--- src/rtl/mrv1_fu_dispatch.sv ---
// mrv1_fu_dispatch
//   Round-robin arbiter feeding a single-entry issue slot that dispatches one
//   request per cycle to one of five functional units (INT, MEM, MUL, SYS, DIV).
//   Requests whose FU type is 5..7 are accepted, dropped and reported with a
//   one-cycle illegal pulse.
//
// Ports
//   clk_i, rst_ni   clock, asynchronous active-low reset
//   flush_i         empties the slot, blocks accept this cycle
//   req_valid_i     per-requester valid        [NUM_REQ]
//   req_fu_type_i   per-requester FU type      [NUM_REQ*3]
//   req_op_i        per-requester opcode       [NUM_REQ*OP_WIDTH]
//   req_ready_o     one-hot grant              [NUM_REQ]
//   fu_valid_o      one-hot issue valid, bit = FU type [5]
//   fu_op_o         issued opcode
//   fu_src_o        issuing requester index
//   fu_ready_i      per-FU ready, bit = FU type [5]
//   illegal_o       pulse: illegal type accepted and dropped
//   illegal_src_o   requester index of the dropped request
module mrv1_fu_dispatch #(
    parameter int NUM_REQ  = 4,
    parameter int OP_WIDTH = 7
) (
    input  logic                         clk_i,
    input  logic                         rst_ni,
    input  logic                         flush_i,
    input  logic [NUM_REQ-1:0]           req_valid_i,
    input  logic [NUM_REQ*3-1:0]         req_fu_type_i,
    input  logic [NUM_REQ*OP_WIDTH-1:0]  req_op_i,
    output logic [NUM_REQ-1:0]           req_ready_o,
    output logic [4:0]                   fu_valid_o,
    output logic [OP_WIDTH-1:0]          fu_op_o,
    output logic [$clog2(NUM_REQ)-1:0]   fu_src_o,
    input  logic [4:0]                   fu_ready_i,
    output logic                         illegal_o,
    output logic [$clog2(NUM_REQ)-1:0]   illegal_src_o
);

    localparam int SRC_W = $clog2(NUM_REQ);

    typedef enum logic {EMPTY, FULL} state_t;

    state_t               state_q, state_d;
    logic [2:0]           type_q;
    logic [OP_WIDTH-1:0]  op_q;
    logic [SRC_W-1:0]     src_q;
    logic [SRC_W-1:0]     ptr_q;
    logic                 illegal_q;
    logic [SRC_W-1:0]     illegal_src_q;

    logic [SRC_W-1:0]     win;
    logic                 any;
    int                   idx;
    logic [2:0]           win_type;
    logic [OP_WIDTH-1:0]  win_op;
    logic                 drain, can_acc, accept, legal;

    // Round-robin search starting at ptr_q, wrapping at NUM_REQ-1.
    always_comb begin
        any = 1'b0;
        win = '0;
        idx = 0;
        for (int i = 0; i < NUM_REQ; i++) begin
            idx = int'(ptr_q) + i;
            if (idx >= NUM_REQ) idx = idx - NUM_REQ;
            if (!any && req_valid_i[idx]) begin
                any = 1'b1;
                win = SRC_W'(idx);
            end
        end
    end

    assign win_type = req_fu_type_i[int'(win)*3 +: 3];
    assign win_op   = req_op_i[int'(win)*OP_WIDTH +: OP_WIDTH];
    assign legal    = (win_type <= 3'd4);

    assign fu_valid_o = (state_q == FULL) ? (5'b00001 << type_q) : 5'b00000;
    // Only the target FU's ready bit matters, since fu_valid_o is one-hot.
    assign drain      = |(fu_valid_o & fu_ready_i);
    // rst_ni gates the grant so nothing is handshaken while reset is held.
    assign can_acc    = rst_ni && !flush_i && ((state_q == EMPTY) || drain);
    assign accept     = can_acc && any;

    assign req_ready_o = accept ? (NUM_REQ'(1) << win) : '0;

    always_comb begin
        state_d = state_q;
        if (flush_i)               state_d = EMPTY;
        else if (accept && legal)  state_d = FULL;
        else if (drain)            state_d = EMPTY;
    end

    always_ff @(posedge clk_i or negedge rst_ni) begin
        if (!rst_ni) begin
            state_q       <= EMPTY;
            type_q        <= '0;
            op_q          <= '0;
            src_q         <= '0;
            ptr_q         <= '0;
            illegal_q     <= 1'b0;
            illegal_src_q <= '0;
        end else begin
            state_q   <= state_d;
            illegal_q <= accept && !legal;
            if (accept && legal) begin
                type_q <= win_type;
                op_q   <= win_op;
                src_q  <= win;
            end
            if (accept && !legal) illegal_src_q <= win;
            if (accept) ptr_q <= (int'(win) == NUM_REQ - 1) ? '0 : win + 1'b1;
        end
    end

    // Slot payload registers only change on load, so they hold while EMPTY.
    assign fu_op_o       = op_q;
    assign fu_src_o      = src_q;
    assign illegal_o     = illegal_q;
    assign illegal_src_o = illegal_src_q;

endmodule

--- config.mk ---
export PLATFORM = sky130hd
export DESIGN_NAME = mrv1_fu_dispatch
export DESIGN_NICKNAME = d
export VERILOG_FILES = /design/src/rtl/mrv1_fu_dispatch.sv
export SDC_FILE = /design/constraint.sdc
export NUM_CORES = 1
export LEC_CHECK = 0
export ABC_AREA = 1
export BUFFER_PORTS_ARGS = -buffer_cell sky130_fd_sc_hd__buf_2
export CORE_MARGIN = 2
export CORE_UTILIZATION = 33
export CTS_CLUSTER_DIAMETER = 150
export DETAILED_ROUTE_END_ITERATION = 8
export SYNTH_ARGS = -nofsm -noshare
export SYNTH_HDL_FRONTEND = slang
export SYNTH_SLANG_ARGS = --single-unit
--- constraint.sdc ---
create_clock -name clk_i -period 2.3 [get_ports clk_i]
set_input_delay 0.46 -clock clk_i [delete_from_list [all_inputs] [get_ports clk_i]]
set_output_delay 0.46 -clock clk_i [all_outputs]
set_load 0.03 [all_outputs]
# Yosys cells after proc, flatten, opt, wreduce, memory -nomap -nowiden
# Cells that the tools add are included.
[op_classes] addsub=8 n_mul=2 magnitude_cmp=9 n_eq_ne=1 n_shift=4 mux=30 bitwise_logic=2 n_reduce_logical=16
[op_table] op="32-bit by 4-bit less-than comparator with 1-bit output (second input constant)" count=4
[op_table] op="32-bit two-way mux" count=4
[op_table] op="28-bit by 6-bit indexed part select with 7-bit output" count=1
[op_table] op="1-bit two-way mux" count=15
[op_table] op="12-bit by 5-bit indexed part select with 3-bit output" count=1
[op_table] op="3-bit by 3-bit subtractor with 4-bit output (second input constant)" count=3
[op_table] op="2-bit two-way mux" count=5
[op_table] op="3-bit greater-or-equal comparator (second input constant)" count=3
[op_table] op="1-bit binary-select mux with 2-bit select" count=4
[op_table] op="1-bit logical AND" count=8
[op_table] op="2-bit by 2-bit adder with 3-bit output (second input constant)" count=2
[op_table] op="5-bit AND" count=1
[op_table] op="1-bit zero test" count=5
[op_table] op="2-bit by 3-bit multiplier with 5-bit output (second input constant)" count=1
[op_table] op="5-bit two-way mux" count=1
[op_table] op="5-bit OR reduction" count=1
[op_table] op="1-bit by 3-bit << shifter with 5-bit output (first input constant)" count=1
[op_table] op="2-bit by 2-bit multiplier with 4-bit output (second input constant)" count=1
[op_table] op="4-bit two-way mux" count=1
[op_table] op="1-bit by 2-bit << shifter with 4-bit output (first input constant)" count=1
[op_table] op="2-bit by 3-bit subtractor with 4-bit output (second input constant)" count=1
[op_table] op="2-bit by 1-bit adder with 3-bit output (second input constant)" count=1
[op_table] op="2-bit by 3-bit greater-or-equal comparator with 1-bit output (second input constant)" count=1
[op_table] op="3-bit less-or-equal comparator (second input constant)" count=1
[op_table] op="other kinds (5)" count=5
[word_totals] ff_bits=18 input_bits=52 out_inout_bits=21 wordCells=79

# Depth between registers and ports, before layout
# Gate-level depths: netlist of run 1.
[depth] word_depth=21 mapped_depth=19 depth_no_buf=17

# Worst setup path before layout of run 1
# Ideal clock, no wire load.
[synth_path] kind="reg2out" from="register type_q[2]" to="output port req_ready_o[0]" arrival_time_ns=2.132 setup_slack_ns=-0.292 path_stages_with_launch=10 n_path_buf=0 cell_sequence="dfrtp_1 inv_1 nand2_1 nor3_1 nand2_1 nand4_1 a21oi_1 nand2_1 nand3_1 nor2_1"
[synth_via] elab_chain_len=8
[synth_rtl] item="start, declared" line_no="44" rtl="logic [2:0] type_q;"
[synth_rtl] item="start signal, assigned" line_no="106" rtl="type_q <= win_type;"
[synth_rtl] item="1-bit by 3-bit << shifter with 5-bit output" line_no="77" rtl="assign fu_valid_o = (state_q == FULL) ? (5'b00001 << type_q) : 5'b00000;"
[synth_rtl] item="5-bit two-way mux" line_no="77"
[synth_rtl] item="via fu_valid_o[1]" line_no="31" rtl="output logic [4:0] fu_valid_o,"
[synth_rtl] item="5-bit AND" line_no="79" rtl="assign drain = |(fu_valid_o & fu_ready_i);"
[synth_rtl] item="5-bit OR reduction" line_no="79"
[synth_rtl] item="1-bit logical OR" line_no="81" rtl="assign can_acc = rst_ni && !flush_i && ((state_q == EMPTY) || drain);"
[synth_rtl] item="1-bit logical AND" line_no="81"
[synth_rtl] item="1-bit logical AND" line_no="82" rtl="assign accept = can_acc && any;"
[synth_rtl] item="4-bit two-way mux" line_no="84" rtl="assign req_ready_o = accept ? (NUM_REQ'(1) << win) : '0;"
[synth_rtl] item="end, declared" line_no="30" rtl="output logic [NUM_REQ-1:0] req_ready_o,"
# The timed path passes the listed nets, and every way through them passes these cells.

# Final worst setup path of run 1
[layout_path] from="register ptr_q[0]" to="output port req_ready_o[0]"
[layout_via] elab_chain_len=17 word_cells_on_any_way=44
[layout_rtl] item="start, declared" line_no="47" rtl="logic [SRC_W-1:0] ptr_q;"
[layout_rtl] item="start signal, assigned" line_no="111" rtl="if (accept) ptr_q <= (int'(win) == NUM_REQ - 1) ? '0 : win + 1'b1;"
[layout_rtl] item="parallel branches: the longest is 16 deep, another holds 3-bit by 3-bit subtractor with 4-bit output"
[layout_rtl] item="4-bit two-way mux *" line_no="84"
# Every way passes the cells marked *. The select of a mux whose other input is x is not followed.

==> results of run 1 <==
-- cell families (layout without fill, tap and decap cells) --
family	Yosys count	in the layout	synth area share [%]
AOI/OAI and AO/OA	28	28	9.92
adders and majority gates	4	4	3.13
buffers and inverters	38	133	12.6
DFF	18	18	28.1
and+or+nand+nor	157	158	46.2
-- layer usage --
| layer | track usage (%) | vias up |
|---|---|---|
| met2 | 25.5 | 41 |
| li1 | - | 981 |
| met3 | 1.78 | 7 |
| met5 | 0 | - |
| met4 | 6.46 | 0 |
| met1 | 21.7 | 797 |
-- sequential cells by signal, summed over array words and instances, names as in the netlist --
register,cells
state_q,1
illegal_src_o,2
ptr_q,2
type_q,3
fu_op_o,7
illegal_o,1
fu_src_o,2
-- per-stage QoR --
step                      hold slack [ns]  setup WS [ns]  std cells  util (%)
after floorplan                     0.164        -0.0632        245         -
after global placement              0.438         0.0158        383      46.7
after detailed placement            0.442        -0.0491        383      46.7
after CTS                           0.166         -0.153        391      50.1
after global routing                0.188         -0.304        395      53.1
final                               0.168         -0.153        395      53.1
-- area by class of cell --
type,instances,area [µm²]
Fill cell,503,2200
Tap cell,54,67.6
Multi-Input combinational cell,190,1150
Timing Repair Buffer,100,647
Inverter,29,125
Sequential cell,18,452
Clock buffer,4,55.1
-- worst max-delay path: stages (launching register included) --
cell and delay [ns]:
dfrtp_1 0.40, buf_6 0.14, inv_8 0.08, nand2_2 0.08, nand3_4 0.08, nand2_4 0.07
nor2_4 0.17, nand3_2 0.13, nand3_4 0.12, ha_1 0.16, inv_1 0.05, nor2_2 0.12
buf_6 0.14
-- synth_stat cells --
library cell   n
nand2_4        4
nand2_2        9
inv_8          1
buf_6          6
nor3_1         4
nor2_4         1
inv_4          1
nand3_2        4
o21ai_1        4
inv_2          2
nand2_1       73
inv_1         25
o21ai_0       20
buf_2          3
nand3_4        1
nand4_1        7
o21ai_2        1
dfrtp_1       18
nor2_1        30
nand3_1       24
a21oi_1        1
o211ai_2       2
ha_1           4
-- layout by cell type (no fill, tap or decap), types with 2 or more instances in the layout --
cell type  count
buf_12         2
buf_2         68
buf_4         20
buf_6          9
clkbuf_8       4
dfrtp_1       17
ha_1           3
inv_1         20
inv_2          5
inv_4          2
nand2_1       64
nand2_2       14
nand2_4        6
nand2_8        3
nand3_1       18
nand3_2        8
nand3_4        3
nand4_1        7
nor2_1        25
nor2_2         3
nor2_4         3
nor3_4         3
o21ai_0       20
o21ai_1        4
-- worst min path at each step --
stage / endpoint / start
finish: type_q[1]$_DFFE_PN0P_ / rst_ni
floorplan: fu_op_o[0]$_DFFE_PN0P_ / rst_ni
CTS: type_q[1]$_DFFE_PN0P_ / rst_ni
global route: fu_op_o[6]$_DFFE_PN0P_ / rst_ni
global placement: illegal_o$_DFF_PN0_ / rst_ni
detailed placement: illegal_o$_DFF_PN0_ / rst_ni
-- timing repair --
action                                  CTS  global route
pin swaps                                 5             3
gates resized for setup                  25            23
endpoints found under the setup margin    4            20
cloned                                    0             1
setup buffers                             4             3
==> results.cfg, run 1 <==
[setup_path]
path_class = reg -> out
start_kind = flop
endpoint = req_ready_o[0]
reg2reg_slack_ns = -0.13
r2r_start = ptr_q[0]$_DFFE_PN0P_
startpoint = ptr_q[0]$_DFFE_PN0P_
worstPathArrival_ns = 1.99
r2r_cells = 20
crit_fanout = 10
r2r_end = fu_op_o[5]$_DFFE_PN0P_
crit_required_ns = 1.84
crit_path_end_kind = output port

[global_routing]
grt_antenna_before_repair = 0
grt_use_total_pct = 15.9
grt_overflow = 0
grt_max_degree = 19
grt_pass1_vias = 1632
grt_pass1_wl_um = 6870

[die]
floorplan.initialDensity_pct = 34.1
die_area_um2 = 5430
fp-row-count = 25
coreArea_um2 = 4690
die_w_um = 73.7
die_y_um = 73.7
ios = 73

[drt]
wl_met3_um = 156
drt-met1-wl_um = 2010
vias_per_cell = 4.62
wl_per_cell_um = 11.2
wl_met2_um = 2200
drt-initial-drc-count = 52
routed.top_layer = met4
via_count = 1826
drt_wl_total_um = 4440
ant_nets = 0
dr.pass1.iters = 4
drcViolationCount = 0

[place]
io_buffer_count = 72
place_congestion = 0.911
hpwl_um = 3410
placed_area_um2 = 2190

[sta]
clock_skew_ns = 0.00378
setup_tns_ns = -1.95
final-setup-viol-count = 18
hold_violations = 0
rsz0062_at_grt = yes
clock.fmax_mhz = 408
finalCriticalPeriod_ns = 2.45
worst_pin_slew_ns = 0.314
final_max_slew_viol_count = 0
period_share_pct = 107
slew_headroom_pct = 79.0
worst_slack_ns = -0.153

[synth]
synthCells = 245
yosys_warnings = 0
synth_cell_type_count = 23
syn_area_um2 = 1600
yosys.area.top_type_share_pct = 28.1
syn_area_per_cell_um2 = 6.54
synth-seq-cells = 18
ys_seq_area_share_pct = 28.1
yosys.area.top_type = dfrtp_1
synth_nets = 301
yosys-top-cells-area = dfrtp_1 28%, nand2_1 17%, nand3_1 7.5%, nor2_1 7.0%, o21ai_0 6.3%

[hold_path]
min_path_type = in -> async

[cts]
clockBufferDepth = 2
htreeDepth = 1
cts_sinks = 18
hold_buffers = 0
clkTransAtPathRegs_ns = 0.06
ctsRootBufferMaster = clkbuf_8
clk_latency_ns = 0.25
numCtsBuffers = 3
cts_tree = done

[finish]
final_area_um2 = 2490
syn_to_final_growth_pct = 55.7
drive_above_1_share_pct = 47.5
layout.nets = 398
antenna_cells = 0

[status]
status = complete, but fails checks
violations = negative setup slack

[run]
cap_viol_max_count = 0
Power of run 1 is not shown: default switching activity piles up to over one toggle a cycle in this logic, so the estimate is an artifact.
==> run 2, diff against run 1 <==
--- a/config.mk
+++ b/config.mk
@@ -5,7 +5,6 @@
 export SDC_FILE = /design/constraint.sdc
 export NUM_CORES = 1
 export LEC_CHECK = 0
-export ABC_AREA = 1
 export BUFFER_PORTS_ARGS = -buffer_cell sky130_fd_sc_hd__buf_2
 export CORE_MARGIN = 2
 export CORE_UTILIZATION = 33
==> results.cfg, run 2 <==
[synth]
syn_area_per_cell_um2 = 9.07
yosysMostFrequentCell = nand2_1
synth_nets = 204
yosys_warnings = 0
ys_seq_area_share_pct = 33.6
async_flop_share_pct = 100
yosys-top-cells-area = dfrtp_1 34%, nand2_1 10%, mux2_4 10%, ha_1 3.7%, a31oi_1 3.3%
yosys.area.top_type_share_pct = 33.6
synth_edf_count = 0
synth_cell_type_count = 40
synth-seq-cells = 18
syn_area_um2 = 1340
synth_common_cells = 37 x nand2_1, 18 x dfrtp_1, 9 x mux2_4
yosys_most_used_dff = dfrtp_1
synthCells = 148
yosys.area.top_type = dfrtp_1

[finish]
layout.nets = 307
instances_no_fill = 299
final_cell_mix = 68 x buf_2, 37 x nand2_1, 27 x buf_4
antenna_cells = 0
syn_to_final_growth_pct = 60.2
multi_input_area_um2 = 900
drive_above_1_share_pct = 57.4
final_util_pct = 54.2
final_common_cell = buf_2
final_area_um2 = 2150
n_fill_cell = 371
seq_area_um2 = 453
largest_reg_flops = 7

[setup_path]
worstPathArrival_ns = 2.53
r2r_end = fu_op_o[4]$_DFFE_PN0P_
path_class = reg -> reg
start_kind = flop
r2r_cells = 10
crit_path_end_kind = flop
crit_required_ns = 2.44
reg2reg_slack_ns = -0.1
r2r_start = ptr_q[1]$_DFFE_PN0P_
crit_fanout = 7

[cts]
ctsRootBufferMaster = clkbuf_8
clk_latency_ns = 0.25
cts_sinks = 18
htreeDepth = 1
cts_tree = done
numCtsBuffers = 3
clockBufferDepth = 2
clkTransAtPathRegs_ns = 0.06

[sta]
slew_headroom_pct = 69.8
clock.fmax_mhz = 418
rsz0062_at_grt = yes
timing.hold.ws_ns = 0.170
period_share_pct = 104
finalCriticalPeriod_ns = 2.40
clock_skew_ns = 0.00204
final-setup-viol-count = 15
worst_slack_ns = -0.0951
hold_violations = 0
worst_pin_slew_ns = 0.449
final_max_slew_viol_count = 0

[power]
p_leak_uw = 0.00114
p_per_area_nw_per_um2 = 1150
p_sw_share_pct = 42.2
max-vdd-ir-drop_mv = 0.428
seqPwrFrac_pct = 24.4
power_uw = 2460
pwr-share-comb_pct = 67.0
internal_power_uw = 1420
clock_power_share_pct = 8.5
p_sw_uw = 1040

[run]
cap_viol_max_count = 0

[place]
dp_cells = 286
hpwl_um = 2870
place_congestion = 0.802
io_buffer_count = 72
placed_area_um2 = 1900

[die]
coreArea_um2 = 3970
die_y_um = 67.8
floorplan.initialDensity_pct = 33.8
die_w_um = 67.8
ios = 73
fp-row-count = 23
die_area_um2 = 4590

[drt]
drt_wl_total_um = 3740
dr.pass1.iters = 4
ant_nets = 0
via_count = 1401
drt-initial-drc-count = 37
drcViolationCount = 0
vias_per_cell = 4.69
wl_per_cell_um = 12.5

[global_routing]
grt_antenna_before_repair = 0
grt_max_degree = 19
grt_overflow = 0
grt_pass1_vias = 1277
grt_pass1_wl_um = 5800
grt_use_total_pct = 16.4

[hold_path]
min_path_type = in -> async

[status]
status = complete, but fails checks
violations = negative setup slack
run 2: per-stage QoR:
step	TNS (ns)	setup slack [ns]
6_report	-1.10	-0.0951
5_1_grt	-2.28	-0.161
4_1_cts	-0.713	-0.0653
3_5_place_dp	-2.16	-0.177
3_3_place_gp	-1.62	-0.149
2_1_floorplan	-0.483	-0.0502
run 2: cell type report:
cell class	count	area share, %
sequential	18	21.1
inverter	3	0.756
clock buffer	3	1.92
timing repair buffer	105	31.5
multi-input combinational	120	41.8
tap	50	2.91
run 2: logic make-up after synthesis:
kind of cell	Yosys count	share of synthesized area, %
and+or+nand+nor	72	26.8
AOI/OAI and AO/OA	25	12.1
muxes	19	18.9
DFF	18	33.6
buffers and inverters	10	4.85
adders and majority gates	4	3.73
run 2: timing repair:
action | in CTS | in global routing
endpoints found under the hold margin | 0 | 0
setup buffers | 5 | 3
endpoints found under the setup margin | 15 | 16
gates cloned | 1 | 1
gates resized for setup | 25 | 9
hold buffers | 0 | 0
pin swaps | 8 | 2
run 2: how the worst max path moves through the flow:
stage,from,end,cells past startpoint
final,ptr_q[1]$_DFFE_PN0P_,fu_op_o[4]$_DFFE_PN0P_,10
after CTS,type_q[0]$_DFFE_PN0P_,req_ready_o[0],6
after detailed placement,req_valid_i[3],req_ready_o[3],10
after global placement,req_valid_i[3],req_ready_o[3],10
after floorplan,req_valid_i[3],fu_op_o[0]$_DFFE_PN0P_,11
after global routing,type_q[0]$_DFFE_PN0P_,req_ready_o[1],6
run 2: power by group through the flow:
stage / Sequential [µW] / Clock (µW) / Combinational [µW]
after floorplan: 776 / 0 / 793
after global placement: 599 / 0 / 1430
after detailed placement: 601 / 0 / 1450
after CTS: 598 / 215 / 1560
after global routing: 622 / 229 / 1790
final: 602 / 211 / 1650
run 2: routing by layer:
layer	up-vias	wire [µm]	track usage, %
met5	-	0	0
li1	724	-	-
met1	632	1820	23.6
met4	0	16	4.50
met3	2	214	1.67
met2	43	1690	26.1
run 2: worst max-delay path: stages, from the launching register on:
cell,delay [ns]
dfrtp_2,0.44
and2b_2,0.23
o21ai_2,0.11
and3_4,0.21
inv_6,0.05
mux2i_1,0.12
mux2_4,0.28
and2_4,0.18
o21a_4,0.22
clkbuf_16,0.16
mux2_4,0.29
(Power assumes the default switching activity.)
==> run 3, diff against run 2 <==
--- a/config.mk
+++ b/config.mk
@@ -10,6 +10,7 @@
 export CORE_UTILIZATION = 33
 export CTS_CLUSTER_DIAMETER = 150
 export DETAILED_ROUTE_END_ITERATION = 8
+export PLACE_DENSITY = 0.62
 export SYNTH_ARGS = -nofsm -noshare
 export SYNTH_HDL_FRONTEND = slang
 export SYNTH_SLANG_ARGS = --single-unit
==> results.cfg, run 3 (synthesis gave the netlist of run 2 again) <==
[setup_path]
path_cells = mux4_2 > a21oi_4 > nor4b_4 > buf_4 > and2_1 > buf_6
start_kind = flop
worstPathArrival_ns = 1.94
worst_path_max_delay_cell = mux4_2
path_class = reg -> out
path_delay_family = multiplexers
cpPeakStageDelay_ns = 0.56
reg2reg_slack_ns = -0.08
crit_fanout = 8
crit_required_ns = 1.84
crit_path_end_kind = output port
critPathBufInv = 2

[power]
max-vdd-ir-drop_mv = 0.465
p_per_area_nw_per_um2 = 1170
p_leak_uw = 0.00111

[cts]
cts_tree = done
htreeDepth = 1
numCtsBuffers = 3
clockBufferDepth = 2
clk_latency_ns = 0.24
ctsRootBufferMaster = clkbuf_8
cts_sinks = 18
clkTransAtPathRegs_ns = 0.07

[finish]
drive_above_1_share_pct = 51.8
final_cell_mix = 68 x buf_2, 37 x nand2_1, 25 x buf_4
seq_area_um2 = 450
n_fill_cell = 376
layout.nets = 302
largest_reg_flops = 7
instances_no_fill = 295
multi_input_area_um2 = 877
final_util_pct = 52.2
final_common_cell = buf_2
syn_to_final_growth_pct = 54.5
antenna_cells = 0

[global_routing]
grt_antenna_before_repair = 0
grt_pass1_vias = 1180
grt_max_degree = 19
grt_use_total_pct = 15.3
grt_pass1_wl_um = 5460
grt_overflow = 0

[die]
die_y_um = 67.8
die_w_um = 67.8
ios = 73
fp-row-count = 23
coreArea_um2 = 3970
floorplan.initialDensity_pct = 33.8
die_area_um2 = 4590

[sta]
final-setup-viol-count = 15
final_max_slew_viol_count = 0
period_share_pct = 104
timing.hold.ws_ns = 0.190
finalCriticalPeriod_ns = 2.40
hold_violations = 0
clock.fmax_mhz = 417
slew_headroom_pct = 58.1
worst_slack_ns = -0.0994
rsz0062_at_grt = yes
clock_skew_ns = 0.00400
worst_pin_slew_ns = 0.623

[hold_path]
min_path_type = in -> async

[drt]
wl_per_cell_um = 12.2
vias_per_cell = 4.59
drcViolationCount = 0
ant_nets = 0
drt-initial-drc-count = 21
dr.pass1.iters = 4
via_count = 1354
drt_wl_total_um = 3590

[run]
cap_viol_max_count = 0

[status]
violations = negative setup slack
status = complete, but fails checks

[place]
dp_cells = 285
place_congestion = 0.777
io_buffer_count = 72
hpwl_um = 2860
[run 3: cell types whose count changed in the layout (fill, tap and decap cells not counted), moves of 2 or more]
cell     change
and2_1       +4
and2_4       -4
buf_4        -2
dfrtp_1      +2
dfrtp_2      -2
mux2_1       +2
mux2_4       -2
[run 3: worst reg2reg max path, stage by stage (launching register included)]
cell      delay, ns
dfrtp_1        0.41
buf_6          0.13
nand2b_4       0.12
a21o_1         0.17
and3_4         0.19
inv_4          0.08
mux2i_1        0.07
mux2_4         0.28
and2_4         0.17
o21a_1         0.19
buf_12         0.15
mux2_4         0.29
[run 3: power by group]
part | internal (µW) | total [µW] | switching (µW)
Sequential | 467 | 578 | 110
Combinational | 785 | 1600 | 811
Clock | 152 | 246 | 94.6
Total | 1400 | 2420 | 1020
[run 3: layout make-up]
| class | instances | share of cell area (%) |
|---|---|---|
| Inverter | 3 | 0.663 |
| Timing Repair Buffer | 100 | 29.7 |
| Sequential cell | 18 | 21.7 |
| Tap cell | 50 | 3.02 |
| Multi-Input combinational cell | 120 | 42.3 |
| Clock buffer | 4 | 2.65 |
[run 3: path summary, 6_finish.rpt]
check / end / cells past startpoint / start
worst min-delay path: ptr_q[0]$_DFFE_PN0P_ / 2 / rst_ni
worst max register to register: fu_op_o[0]$_DFFE_PN0P_ / 11 / ptr_q[1]$_DFFE_PN0P_
min in group clk_i: illegal_src_o[1]$_DFFE_PN0P_ / 1 / illegal_src_o[1]$_DFFE_PN0P_
worst min register to register: illegal_src_o[1]$_DFFE_PN0P_ / 1 / illegal_src_o[1]$_DFFE_PN0P_
worst max-delay path: req_ready_o[0] / 6 / type_q[0]$_DFFE_PN0P_
max in group asynchronous: fu_op_o[4]$_DFFE_PN0P_ / 2 / rst_ni
[run 3: metrics by stage]
step	total power (µW)	setup slack, ns	instance area (µm²)	setup TNS, ns
floorplan	1570	-0.0502	1350	-0.483
global placement	2070	-0.283	1900	-3.92
detailed placement	2080	-0.301	1900	-4.24
CTS	2400	-0.0996	2050	-0.750
global route	2600	-0.180	2070	-2.35
finish	2420	-0.0994	2070	-1.16
[run 3: timing repair]
item,in CTS,in global routing
pin swaps,3,0
hold buffers,0,0
setup buffers,4,3
gates resized for setup,15,3
endpoints found under the setup margin,16,16
[run 3: layer usage]
metal	GRT usage (%)	wire [µm]	vias up
met1	23.0	1730	590
met3	1.83	193	2
li1	-	-	719
met5	0	0	-
met4	3.00	19	0
met2	23.4	1650	43
